### config.mk
export PLATFORM = sky130hd
export DESIGN_NAME = arb_requester
export DESIGN_NICKNAME = d
export VERILOG_FILES = /design/src/rtl/arb_requester.sv
export SDC_FILE = /design/constraint.sdc
export NUM_CORES = 1
export LEC_CHECK = 0
export CORE_MARGIN = 4
export CORE_UTILIZATION = 50
export DETAILED_ROUTE_END_ITERATION = 8
export PLACE_DENSITY = 0.72
export RECOVER_POWER = 100
export SLEW_MARGIN = 25
export SYNTH_ARGS = -nofsm -noshare
export SYNTH_HDL_FRONTEND = slang
export SYNTH_SLANG_ARGS = --single-unit
export TNS_END_PERCENT = 1
### constraint.sdc
create_clock -name clk -period 1.7 [get_ports clk]
set_input_delay 0.34 -clock clk [delete_from_list [all_inputs] [get_ports clk]]
set_output_delay 0.34 -clock clk [all_outputs]
set_load 0.05 [all_outputs]
### src/rtl/arb_requester.sv
// Requester agent for the two-port fair arbiter: command FIFO + req/burst FSM.
// Optional REQ_TIMEOUT_EN build aborts a request left ungranted for TIMEOUT cycles.
module arb_requester #(
   parameter int DEPTH   = 4,
   parameter int LEN_W   = 4,
   parameter int TIMEOUT = 16
) (
   input  logic             clk,
   input  logic             reset,
   input  logic             cmd_valid,
   output logic             cmd_ready,
   input  logic [LEN_W-1:0] cmd_len,
   output logic             req,
   input  logic             grant,
   output logic             beat_valid,
   output logic             beat_last,
   output logic             busy,
   output logic             timeout
);

   localparam int AW = $clog2(DEPTH);
   localparam logic [AW:0] PTR_ONE = {{AW{1'b0}}, 1'b1};
   localparam logic [LEN_W-1:0] CNT_ONE = {{(LEN_W-1){1'b0}}, 1'b1};

   typedef enum logic [1:0] {IDLE, REQ, XFER, GAP} state_t;

   state_t state, state_nxt;

   logic [LEN_W-1:0] mem [DEPTH];
   logic [AW:0] wr_ptr, rd_ptr, wr_nxt, rd_nxt;
   logic [LEN_W-1:0] len_r, beat_cnt;
   logic full, empty, push, pop, expire;

   assign full = (wr_ptr[AW] != rd_ptr[AW]) &&
                 (wr_ptr[AW-1:0] == rd_ptr[AW-1:0]);
   assign empty = (wr_ptr == rd_ptr);
   assign cmd_ready = !full && !reset;
   assign push = cmd_valid && cmd_ready;
   assign pop = (state == IDLE) && !empty;
   assign wr_nxt = push ? wr_ptr + PTR_ONE : wr_ptr;
   assign rd_nxt = pop ? rd_ptr + PTR_ONE : rd_ptr;
   assign beat_valid = (state == XFER) && grant;
   assign beat_last = beat_valid && (beat_cnt == len_r);

`ifdef REQ_TIMEOUT_EN
   localparam int WW = $clog2(TIMEOUT + 1);
   localparam logic [WW-1:0] WAIT_MAX = WW'(TIMEOUT - 1);
   localparam logic [WW-1:0] WAIT_ONE = WW'(1);

   logic [WW-1:0] wait_cnt;
   logic timeout_r;

   // expiry is the TIMEOUT-th ungranted REQ cycle; a grant then still wins
   assign expire = (state == REQ) && !grant && (wait_cnt == WAIT_MAX);
   assign timeout = timeout_r;

   // wait counter: zero outside REQ, counts ungranted REQ cycles
   always_ff @(posedge clk) begin
      if (reset) begin
         wait_cnt <= '0;
         timeout_r <= 1'b0;
      end else begin
         timeout_r <= expire;
         if (state != REQ)
            wait_cnt <= '0;
         else if (!grant)
            wait_cnt <= wait_cnt + WAIT_ONE;
      end
   end
`else
   assign expire = 1'b0;
   assign timeout = 1'b0;
`endif

   // next-state: queue -> request -> burst -> one-cycle release gap
   always_comb begin
      state_nxt = state;
      unique case (state)
         IDLE: if (!empty) state_nxt = REQ;
         REQ: begin
            if (grant) state_nxt = XFER;
            else if (expire) state_nxt = GAP;
         end
         XFER: if (beat_last) state_nxt = GAP;
         GAP: state_nxt = IDLE;
         default: state_nxt = IDLE;
      endcase
   end

   // command storage; no reset needed, pointers define validity
   always_ff @(posedge clk) begin
      if (push) mem[wr_ptr[AW-1:0]] <= cmd_len;
   end

   // state, pointers, burst counter and registered status outputs
   always_ff @(posedge clk) begin
      if (reset) begin
         state <= IDLE;
         wr_ptr <= '0;
         rd_ptr <= '0;
         len_r <= '0;
         beat_cnt <= '0;
         req <= 1'b0;
         busy <= 1'b0;
      end else begin
         state <= state_nxt;
         wr_ptr <= wr_nxt;
         rd_ptr <= rd_nxt;
         req <= (state_nxt == REQ) || (state_nxt == XFER);
         busy <= (state_nxt != IDLE) || (wr_nxt != rd_nxt);
         if (pop) begin
            len_r <= mem[rd_ptr[AW-1:0]];
            beat_cnt <= '0;
         end else if (beat_valid) begin
            beat_cnt <= beat_cnt + CNT_ONE;
         end
      end
   end

endmodule

==> flow_summary.toml <==
[run_status]
run_status = "finished with violations"
failing_checks = "negative setup slack"

[synth]
biggest_area_consumer_among_synthesized_cells = "edfxtp_1"
synth.area.top_cells = "edfxtp_1, dfxtp_1, mux4_1"
syn_area_per_cell_um2 = 11.9
netlist-cell-type-count = 40
synth_warnings = 0
netlist_instances = 141
synth_seq_area_share_pct = 50.1
post_synth_instance_area_um2 = 1680
register_bit_count_reported_by_yosys = 34
yosys.area.top_type_share_pct = 28.6
synthesis.nets = 156

[global_route]
overflow = 0
grt_pass1_wl_mm = 5.72
grt_antenna_before_repair = 0
first_global_vias = 1240
pin_count_of_the_biggest_net_entering_global_routing = 13
gr-usage-all-layers_pct = 17.6

[min_path]
hold_path_class = "flip-flop to flip-flop"

[place]
place_congestion = 0.822
hpwl_mm = 2.45
placed_cells_incl_taps = 210
portBuffers = 12

[cells_and_area]
final_core_util_pct = 69.9
layout-drive-gt1-share_pct = 35.6
layoutNonFillerInstCount = 224
layout_commonest_cell = "buf_4"
most-common-layout-cells = "buf_4, nor2_1, edfxtp_1, dfxtp_1, xnor2_1"
diodes = 0
relative_area_change_from_synthesis_to_final_layout_pct = 30.3
fillerInstances = 231
design.final.nets = 194

[timing]
worst_slew_pin_slew_ps = 609
fin_ws_ps = -64.5
slew_viol_final = 0
post-route-period-util_pct = 104
fin_skew_ps = 10.2
final_hold_viol_count = 0
headroom_to_the_max_slew_limit_pct = 59.6
hold_ws_ps = 541
setup_violations_final = 4
unrepaired_setup_endpoints_after_global_routing = "yes"
timing.final.crit_period_ps = 1760
timing_limited_maximum_frequency_mhz = 567

[clock_network]
ctsRootBufferMaster = "clkbuf_4"
cts_tree = "built"
cts-root-to-sink-buffers = 2
cts-buffers-inserted = 5
insertion_delay_ps = 330
cts_num_sinks = 34
post_cts_hold_buffer_count = 0
h_tree_levels = 2
cts.clk_slew.worst_paths_ps = 100

[setup_path]
setup.worst_path.end_class = "output port"
crit_fanout = 2
setup.worst_path.class = "flip-flop to output port"
worst-endpoint-arrival_ps = 1420
worstSetupStartpointType = "flip-flop"
crit_required_ps = 1360

[run]
drv.max_cap_violation_count = 0

[route]
top_layer = "met4"
residual_drc_count = 0
dr.pass1.iters = 4
met2_length_mm = 1.73
drt-met1-wl_mm = 1.53
route.final.wire_length_mm = 3.38
first_iteration_detailed_routing_drc_count = 47
vias = 1177
post_drt_via_cell_ratio = 5.25
wire_per_inst_um = 15.1
detail-route-antenna-nets = 0
wl_met3_um = 106

[die]
initial_core_util_pct = 53.7
core_um2 = 3130
std_cell_rows = 20
fp.dieH_um = 66.0
die_width_um = 66.0
die_area_um2 = 4350
floorplan.io_pins = 14

[pwr]
power.density_cell_area_nw_per_um2 = 1210
leakage_nw = 0.833
ir_drop_worst_vdd_mv = 0.608
## final cells by class
class / instances / area [µm²] / area share, %
flip-flops and latches: 34 / 862 / 39.4
multi-input cells: 98 / 843 / 38.6
repair buffers: 38 / 337 / 15.4
well taps: 44 / 55.1 / 2.52
clock inverters: 3 / 45.0 / 2.06
clock buffers: 5 / 37.5 / 1.72
inverters: 2 / 7.51 / 0.343
## cells by family after synthesis
family | synth area share [%]
other | 0.223
buffers and inverters | 3.50
AOI/OAI and AO/OA | 7.60
DFF | 50.1
adders and majority gates | 5.22
muxes | 9.84
and+or+nand+nor | 12.8
xor gates and xnor gates | 10.7
## final timing paths
check                               start         to  slack [ps]  cells after the start
worst max-delay path             state[0]  beat_last         -60                      5
worst min-delay path             len_r[1]   len_r[1]         540                      2
worst max register to register  wr_ptr[0]       busy         -10                      8
worst min register to register   len_r[1]   len_r[1]         540                      2
## report_power, final
part           internal (mW)  switching, mW  leakage [nW]  total [mW]
clock network          0.308          0.274        0.0374       0.582
registers              0.959         0.0669         0.297        1.03
logic                  0.497          0.533         0.499        1.03
total                   1.76          0.874         0.833        2.64
## flip-flops by register name, summed over array words and instances (netlist names)
name,cells
beat_cnt,4
busy,1
len_r,4
mem,16
rd_ptr,3
req,1
state,2
wr_ptr,3
## worst max-delay path, stage by stage, from the launching register on
cell,delay (ps)
dfxtp_4,360
and3b_2,270
nand3_4,80
nor3_4,150
buf_6,130
buf_12,120
## synthesized netlist by cell type
cell,count
nor2_1,17
or2_4,1
and2_4,1
and2_1,3
o21ai_0,2
edfxtp_1,16
buf_6,2
a21oi_2,1
nand2_1,5
mux2i_1,6
nor3_1,1
o2111ai_1,1
conb_1,1
or3_1,1
xor2_2,3
a31oi_1,2
o32ai_1,1
nand4_1,1
o21a_1,1
dfxtp_1,18
clkbuf_1,1
and3b_1,1
mux4_1,4
o31ai_1,1
a211oi_1,2
ha_1,7
o31a_1,1
buf_2,2
nand2_2,1
nor4_1,1
xnor2_1,10
buf_4,2
a21oi_1,5
nand3_1,4
o31a_2,1
nand2b_1,1
xor2_1,5
o21ai_1,1
inv_1,2
nor2b_1,5
## timing repair
item | in CTS | in global routing
gates resized for setup | 16 | 10
buffers inserted | 5 | 1
pin swaps | 5 | 0
setup endpoints to repair | 4 | 24
## metrics by stage
step | worst slack (ps) | setup TNS (ps) | total power, mW | cell area (µm²)
final | -64.5 | -128 | 2.64 | 2190
after global routing | -137 | -748 | 2.80 | 2190
after CTS | -64.5 | -120 | 2.65 | 2170
after detailed placement | -233 | -1600 | 1.99 | 2010
after global placement | -199 | -1150 | 1.95 | 2010
after floorplan | -242 | -469 | 1.73 | 1720
## routing by layer
layer	track usage, %	vias to the layer above
met4	6.35	0
met2	29.7	19
met5	0	-
met1	21.6	581
li1	-	575
met3	4.59	2
(Power assumes the default switching activity.)
